==> src/rtl/vga_cube_pkg.sv <==
// -----------------------------------------------------------------------------
// vga_cube_pkg
// Shared definitions for the line rasteriser:
//   - state_e      : rasteriser FSM states
//   - DEF_COORD_W  : default unsigned coordinate width
//   - DEF_WORK_W   : default signed working width (COORD_W + 2)
//   - work_w()     : working width for an arbitrary coordinate width
// The two extra working bits give one bit for the sign and one bit of headroom,
// so that differences of two unsigned coordinates always fit.
// -----------------------------------------------------------------------------
package vga_cube_pkg;

    localparam int DEF_COORD_W = 16;
    localparam int DEF_WORK_W  = DEF_COORD_W + 2;

    typedef enum logic [2:0] {
        ST_IDLE = 3'd0,
        ST_REQ  = 3'd1,
        ST_LOAD = 3'd2,
        ST_DRAW = 3'd3,
        ST_NEXT = 3'd4
    } state_e;

    function automatic int work_w(input int coord_w);
        return coord_w + 2;
    endfunction

endpackage

==> src/rtl/line_stepper.sv <==
// -----------------------------------------------------------------------------
// line_stepper
// One combinational Bresenham step. Given the current error term, position,
// deltas and step directions, produces the error term and position of the
// next pixel on the line.
// Ports:
//   err_i, x_i, y_i      : current error term and position (signed, W bits)
//   dx_i                 : |x1-x0|            (signed, W bits, >= 0)
//   dy_i                 : -|y1-y0|           (signed, W bits, <= 0)
//   sx_i, sy_i           : +1 or -1           (signed, W bits)
//   err_o, x_o, y_o      : next error term and position
// -----------------------------------------------------------------------------
module line_stepper
    import vga_cube_pkg::*;
#(
    parameter int W = DEF_WORK_W
) (
    input  logic signed [W-1:0] err_i,
    input  logic signed [W-1:0] x_i,
    input  logic signed [W-1:0] y_i,
    input  logic signed [W-1:0] dx_i,
    input  logic signed [W-1:0] dy_i,
    input  logic signed [W-1:0] sx_i,
    input  logic signed [W-1:0] sy_i,
    output logic signed [W-1:0] err_o,
    output logic signed [W-1:0] x_o,
    output logic signed [W-1:0] y_o
);

    // e2 = 2*err needs one more bit than err; the deltas are sign-extended to
    // the same width so both comparisons are plain signed compares.
    logic signed [W:0] e2;
    logic signed [W:0] dx_ext;
    logic signed [W:0] dy_ext;
    logic              step_x;
    logic              step_y;

    assign e2     = $signed({err_i, 1'b0});
    assign dx_ext = $signed({dx_i[W-1], dx_i});
    assign dy_ext = $signed({dy_i[W-1], dy_i});

    // Both decisions use the error term from before this step.
    assign step_x = (e2 >= dy_ext);
    assign step_y = (e2 <= dx_ext);

    always_comb begin
        err_o = err_i;
        x_o   = x_i;
        y_o   = y_i;
        if (step_x) begin
            err_o = err_o + dy_i;
            x_o   = x_i + sx_i;
        end
        if (step_y) begin
            err_o = err_o + dx_i;
            y_o   = y_i + sy_i;
        end
    end

endmodule

==> src/rtl/line_raster.sv <==
// -----------------------------------------------------------------------------
// line_raster
// Walks line IDs 0..NUM_LINES-1 once per frame, fetches each line's endpoints
// from an external source with SRC_LAT cycles of latency, and emits every
// pixel of the line (Bresenham) over a valid/ready pixel interface.
// Ports:
//   clk, rst_n           : clock (rising edge), asynchronous active-low reset
//   start                : begin a frame (only honoured while idle)
//   busy                 : high whenever a frame is in progress
//   done                 : one-cycle pulse at the end of a frame
//   line_id              : line index presented to the endpoint source
//   x0, y0, x1, y1       : endpoints returned for line_id
//   px, py, pix_valid    : pixel being offered to the consumer
//   pix_ready            : consumer accepts the pixel this cycle
// -----------------------------------------------------------------------------
module line_raster
    import vga_cube_pkg::*;
#(
    parameter int NUM_LINES = 12,
    parameter int COORD_W   = DEF_COORD_W,
    parameter int SRC_LAT   = 1
) (
    input  logic               clk,
    input  logic               rst_n,
    input  logic               start,
    output logic               busy,
    output logic               done,
    output logic [31:0]        line_id,
    input  logic [COORD_W-1:0] x0,
    input  logic [COORD_W-1:0] y0,
    input  logic [COORD_W-1:0] x1,
    input  logic [COORD_W-1:0] y1,
    output logic [COORD_W-1:0] px,
    output logic [COORD_W-1:0] py,
    output logic               pix_valid,
    input  logic               pix_ready
);

    localparam int W     = work_w(COORD_W);
    // REQ lasts SRC_LAT cycles (at least one); the counter runs 0..LAT_LAST.
    localparam int LAT_W = (SRC_LAT > 1) ? $clog2(SRC_LAT) : 1;
    localparam logic [LAT_W-1:0] LAT_LAST = LAT_W'((SRC_LAT > 1) ? SRC_LAT - 1 : 0);
    localparam logic [31:0]      LAST_ID  = 32'(NUM_LINES - 1);
    localparam logic signed [W-1:0] STEP_POS = W'(1);
    localparam logic signed [W-1:0] STEP_NEG = '1;

    // ------------------------------------------------------------------ state
    state_e                state_q, state_d;
    logic [31:0]           line_id_q, line_id_d;
    logic [LAT_W-1:0]      lat_q, lat_d;

    logic signed [W-1:0]   x_q,   x_d;
    logic signed [W-1:0]   y_q,   y_d;
    logic signed [W-1:0]   err_q, err_d;
    logic signed [W-1:0]   dx_q,  dx_d;
    logic signed [W-1:0]   dy_q,  dy_d;
    logic signed [W-1:0]   sx_q,  sx_d;
    logic signed [W-1:0]   sy_q,  sy_d;
    logic [COORD_W-1:0]    xe_q,  xe_d;
    logic [COORD_W-1:0]    ye_q,  ye_d;

    // ------------------------------------------------------- derived signals
    logic                  lat_done;
    logic                  last_line;
    logic                  xfer;
    logic                  at_end;

    logic signed [W-1:0]   ax0, ay0, ax1, ay1;
    logic signed [W-1:0]   ddx, ddy, adx, ady;
    logic signed [W-1:0]   step_err, step_x, step_y;

    assign lat_done  = (lat_q >= LAT_LAST);
    assign last_line = (line_id_q == LAST_ID);
    assign xfer      = (state_q == ST_DRAW) && pix_ready;
    // Position never leaves the unsigned coordinate range, so comparing the
    // zero-extended endpoint against the working register is exact.
    assign at_end    = (x_q == $signed({2'b00, xe_q})) && (y_q == $signed({2'b00, ye_q}));

    // Endpoint set-up arithmetic, only consumed in LOAD.
    assign ax0 = $signed({2'b00, x0});
    assign ay0 = $signed({2'b00, y0});
    assign ax1 = $signed({2'b00, x1});
    assign ay1 = $signed({2'b00, y1});
    assign ddx = ax1 - ax0;
    assign ddy = ay1 - ay0;
    assign adx = ddx[W-1] ? -ddx : ddx;
    assign ady = ddy[W-1] ? -ddy : ddy;

    line_stepper #(
        .W (W)
    ) u_stepper (
        .err_i (err_q),
        .x_i   (x_q),
        .y_i   (y_q),
        .dx_i  (dx_q),
        .dy_i  (dy_q),
        .sx_i  (sx_q),
        .sy_i  (sy_q),
        .err_o (step_err),
        .x_o   (step_x),
        .y_o   (step_y)
    );

    // ------------------------------------------------- FSM: state register
    always_ff @(posedge clk or negedge rst_n) begin
        if (!rst_n) begin
            state_q <= ST_IDLE;
        end else begin
            state_q <= state_d;
        end
    end

    // ---------------------------------------------------- FSM: next state
    always_comb begin
        state_d = state_q;
        case (state_q)
            ST_IDLE: if (start)    state_d = ST_REQ;
            ST_REQ:  if (lat_done) state_d = ST_LOAD;
            ST_LOAD:               state_d = ST_DRAW;
            ST_DRAW: if (xfer && at_end) state_d = ST_NEXT;
            ST_NEXT: state_d = last_line ? ST_IDLE : ST_REQ;
            default:               state_d = ST_IDLE;
        endcase
    end

    // -------------------------------------------------------- FSM: outputs
    always_comb begin
        busy      = (state_q != ST_IDLE);
        pix_valid = (state_q == ST_DRAW);
        done      = (state_q == ST_NEXT) && last_line;
    end

    assign line_id = line_id_q;
    assign px      = x_q[COORD_W-1:0];
    assign py      = y_q[COORD_W-1:0];

    // ------------------------------------------------ datapath next values
    always_comb begin
        line_id_d = line_id_q;
        lat_d     = lat_q;
        x_d       = x_q;
        y_d       = y_q;
        err_d     = err_q;
        dx_d      = dx_q;
        dy_d      = dy_q;
        sx_d      = sx_q;
        sy_d      = sy_q;
        xe_d      = xe_q;
        ye_d      = ye_q;
        case (state_q)
            ST_IDLE: begin
                if (start) begin
                    line_id_d = '0;
                    lat_d     = '0;
                end
            end
            ST_REQ: begin
                if (!lat_done) lat_d = lat_q + LAT_W'(1);
            end
            ST_LOAD: begin
                x_d   = ax0;
                y_d   = ay0;
                xe_d  = x1;
                ye_d  = y1;
                dx_d  = adx;
                dy_d  = -ady;
                sx_d  = (ax0 < ax1) ? STEP_POS : STEP_NEG;
                sy_d  = (ay0 < ay1) ? STEP_POS : STEP_NEG;
                err_d = adx - ady;
            end
            ST_DRAW: begin
                // A stalled pixel (pix_ready low) keeps everything as is.
                if (xfer && !at_end) begin
                    x_d   = step_x;
                    y_d   = step_y;
                    err_d = step_err;
                end
            end
            ST_NEXT: begin
                if (!last_line) begin
                    line_id_d = line_id_q + 32'd1;
                    lat_d     = '0;
                end
            end
            default: ;
        endcase
    end

    // ------------------------------------------------ datapath registers
    always_ff @(posedge clk or negedge rst_n) begin
        if (!rst_n) begin
            line_id_q <= '0;
            lat_q     <= '0;
            x_q       <= '0;
            y_q       <= '0;
            err_q     <= '0;
            dx_q      <= '0;
            dy_q      <= '0;
            sx_q      <= '0;
            sy_q      <= '0;
            xe_q      <= '0;
            ye_q      <= '0;
        end else begin
            line_id_q <= line_id_d;
            lat_q     <= lat_d;
            x_q       <= x_d;
            y_q       <= y_d;
            err_q     <= err_d;
            dx_q      <= dx_d;
            dy_q      <= dy_d;
            sx_q      <= sx_d;
            sy_q      <= sy_d;
            xe_q      <= xe_d;
            ye_q      <= ye_d;
        end
    end

endmodule

==> config.mk <==
export PLATFORM = sky130hd
export DESIGN_NAME = line_raster
export DESIGN_NICKNAME = d
export VERILOG_FILES = /design/src/rtl/vga_cube_pkg.sv /design/src/rtl/line_stepper.sv /design/src/rtl/line_raster.sv
export SDC_FILE = /design/constraint.sdc
export NUM_CORES = 1
export LEC_CHECK = 0
export CORE_MARGIN = 4
export CORE_UTILIZATION = 61
export CTS_BUF_LIST = sky130_fd_sc_hd__clkbuf_16
export DETAILED_ROUTE_END_ITERATION = 7
export HOLD_SLACK_MARGIN = 0.1
export PLACE_DENSITY_LB_ADDON = 0.2
export SETUP_SLACK_MARGIN = 0.05
export SYNTH_ARGS = -nofsm -noshare
export SYNTH_HDL_FRONTEND = slang
export SYNTH_SLANG_ARGS = --single-unit
==> constraint.sdc <==
create_clock -name clk -period 11.4 [get_ports clk]
set_clock_uncertainty 0.05 [all_clocks]
set_input_delay 2.85 -clock clk [delete_from_list [all_inputs] [get_ports clk]]
set_output_delay 2.85 -clock clk [all_outputs]
set_load 0.005 [all_outputs]
==> run summary <==
area grow syn2layout - 13.31%
# resized after CTS - 0
Yosys Warn Count - 0
global route overflow - 0
share of cells above drive strength 1 - 0.04643
Post-Syn Area - 14930 µm²
antenna diode count - 0
worst-path maximum fanout - 17
Final Max Tran Viols - 0
most common flop cell mapped by yosys - dfrtp_1
Mapped Avg Cell Area - 7.970 µm²
Crit Path Category - input port to flip-flop
post-CTS setup buffer count - 0
detailed placement HPWL - 32.09 mm
run status - completed
number of input and output port buffers inserted - 134
total track usage - 0.3160
Synth cell types - 84
Fillers - 1867
fin crit share - 0.7240
CTS tree - yes
core region area - 23750 µm²
hold-fix buffer count after cts - 0
effective utilization at floorplan - 0.6285
# rows - 56
Critical Path RT - 11.66 ns
largest net degree at the start of global routing - 90
Worst Setup End Kind - flip-flop
DIE WIDTH - 164.4 µm
Detailed Route WL - 42.46 mm
Setup violations, final - 0
Startpoint Class - input port
gpl congestion - 0.9169
Syn Inst Count - 1873
DR DRC count - 0
leak pwr - 7.648 nW
fin crit period - 8.253 ns
Rel. slew slack - 0.3426
CTS H-tree lvls - 4
first-pass GRT wire length - 68.66 mm
DR pass1 iterations - 5
# IOs - 135
Crit path arrival time - 8.52 ns
Slew @ Worst Pin - 0.9861 ns
worst vdd ir - 0.1210 mV
total clock sinks - 160
Final nets - 2177
die area - 27040 µm²
CTS clk-pin slew, worst paths - 0.08 ns
Final TNS setup - 0 ns
total CTS buffers - 17
unrepaired setup endpoints after global routing - no
clock buffer depth - 2
initial antenna violation count - 2
Post-synth EDFFs - 0
DRT iter0 DRCs - 1117
final instance area - 16920 µm²
final hold viol count - 0
Via Count - 14000
vias per inst - 6.142
post-synthesis sequential area ratio - 0.2682
Pwr Density - 230.0 nW/µm²
post-route ant nets - 0
number of global-route vias before repair - 13450
Synth Register Bits - 160
worst hold path type - flip-flop to flip-flop
WL/cell - 18.63 µm
fmax - 121.2 MHz
Placed Area - 16310 µm²
final instance count without filler cells - 2279
Synth async-reset ratio - 1.000
Syn Nets - 2103
Clk Latency, worst-skew pair - 0.45 ns
max cap viols - 0
placed cells - 2247
clk root buf - clkbuf_16
Die Span Y - 164.4 µm
## through the flow
step / power, mW / hold slack [ns] / utilization / setup slack, ns
after global routing: 4.199 / 0.4685 / 0.7121 / 2.698
after CTS: 3.860 / 0.4526 / 0.7121 / 3.201
after global placement: 3.154 / 0.4278 / 0.6865 / 2.991
after floorplan: 2.668 / 0.4151 / - / 3.914
after detailed placement: 3.237 / 0.4338 / 0.6865 / 2.791
final: 3.891 / 0.4494 / 0.7121 / 3.147
## synthesized netlist by cell type (15+ instances only)
library cell | number | area [µm²]
nand2_1 | 271 | 1017
dfrtp_1 | 160 | 4004
ha_1 | 155 | 1939
nor2_1 | 152 | 570.6
o21ai_0 | 136 | 680.7
a21oi_1 | 127 | 635.6
inv_1 | 117 | 439.2
xnor2_1 | 103 | 902.1
xor2_1 | 88 | 770.7
clkbuf_1 | 52 | 195.2
a21o_1 | 39 | 292.8
nor3_1 | 39 | 195.2
nand3_1 | 36 | 180.2
buf_4 | 32 | 240.2
or3_1 | 28 | 175.2
nand4_1 | 27 | 168.9
nor2b_1 | 22 | 137.6
o21a_1 | 22 | 165.2
a31oi_1 | 19 | 118.9
and3_1 | 17 | 106.4
mux2_2 | 17 | 191.4
o31ai_1 | 16 | 120.1
a211oi_1 | 15 | 112.6
nor4_1 | 15 | 93.84
## routing by layer
metal / GRT usage / up-vias / wire length, µm
met5: 0 / - / 24
met4: 0.1146 / 4 / 1378
met3: 0.04642 / 100 / 2986
met2: 0.5256 / 567 / 20180
met1: 0.4209 / 6626 / 17890
li1: - / 6701 / -
## cell usage in the layout (no fill, tap or decap), types with 5 or more instances in the layout
cell type        netlist  final
a211oi_1              15     15
a21boi_0               6      6
a21o_1                39     39
a21oi_1              127    126
a31oi_1               19     19
and2_1                 6      6
and3_1                17     17
and4_1                 6      6
buf_4                 32     12
clkbuf_16              0     17
clkdlybuf4s50_1        0    133
dfrtp_1              160    160
fa_1                   7      7
ha_1                 155    155
inv_1                117    117
inv_8                  0      7
mux2_2                17     17
mux2i_1               11     11
nand2_1              271    271
nand2b_1              13     13
nand3_1               36     36
nand4_1               27     27
nor2_1               152    151
nor2b_1               22     22
nor3_1                39     37
nor4_1                15     15
o211ai_1               6      6
o21a_1                22     22
o21ai_0              136    136
o21ai_1               10     10
o21bai_1              11     11
o31ai_1               16     16
or2_2                  5      5
or3_1                 28     26
xnor2_1              103    103
xor2_1                88     88
## cell families after synthesis
| family | Yosys count | synth area share |
|---|---|---|
| mux | 28 | 0.02020 |
| buf+inv | 209 | 0.06135 |
| flops | 160 | 0.2682 |
| simple gates | 657 | 0.2031 |
| fa+ha+maj | 164 | 0.1409 |
| compound gates | 462 | 0.1920 |
| xor+xnor | 193 | 0.1142 |
## worst max-delay path: stages
cell,delay (ns)
clkdlybuf4s50_1,0.53
ha_1,0.18
inv_1,0.05
fa_1,0.42
a21oi_1,0.18
o22ai_1,0.18
o21ai_0,0.25
a21o_1,0.18
and2_1,0.44
nor2_1,0.07
a21oi_1,0.36
ha_1,0.31
nor2b_1,0.13
o21ai_0,0.25
a21oi_1,0.14
or4_1,0.45
a31oi_1,0.22
o21bai_1,0.12
a21oi_1,0.21
maj3_4,0.24
a211oi_1,0.05
a2111o_1,0.42
a32oi_1,0.19
o21ai_1,0.08
## area by class of cell
type,count,area (µm²),share of cell area
inverter,118,442.9,0.02619
clock inverter,15,183.9,0.01087
clock buffer,17,425.4,0.02515
sequential,160,4004,0.2367
timing repair buffer,146,1433,0.08470
multi-input combinational,1504,10030,0.5928
tap,319,399.1,0.02360
## worst paths after layout
path | end | cells after the start | slack [ns] | from
max | err_q[13] | 24 | 3.15 | y0[0]
min | ye_q[11] | 2 | 0.45 | ye_q[11]
min in group asynchronous | err_q[7] | 1 | 2.42 | rst_n
max reg2reg | err_q[16] | 24 | 5.62 | err_q[0]
min reg2reg | ye_q[11] | 2 | 0.45 | ye_q[11]
max in group asynchronous | sx_q[16] | 2 | 7.32 | rst_n
## sequential cells by signal, indices dropped and copies added (netlist names)
register	flops
dx_q	18
dy_q	18
err_q	18
line_id	32
state_q	3
sx_q	2
sy_q	1
x_q	18
xe_q	16
y_q	18
ye_q	16
## report_power, final
part,switching [mW],internal [mW]
registers,0.136,0.660
logic,1.38,1.12
clock network,0.299,0.299
total,1.81,2.08
Note: power is estimated with default switching activity, not from simulation.
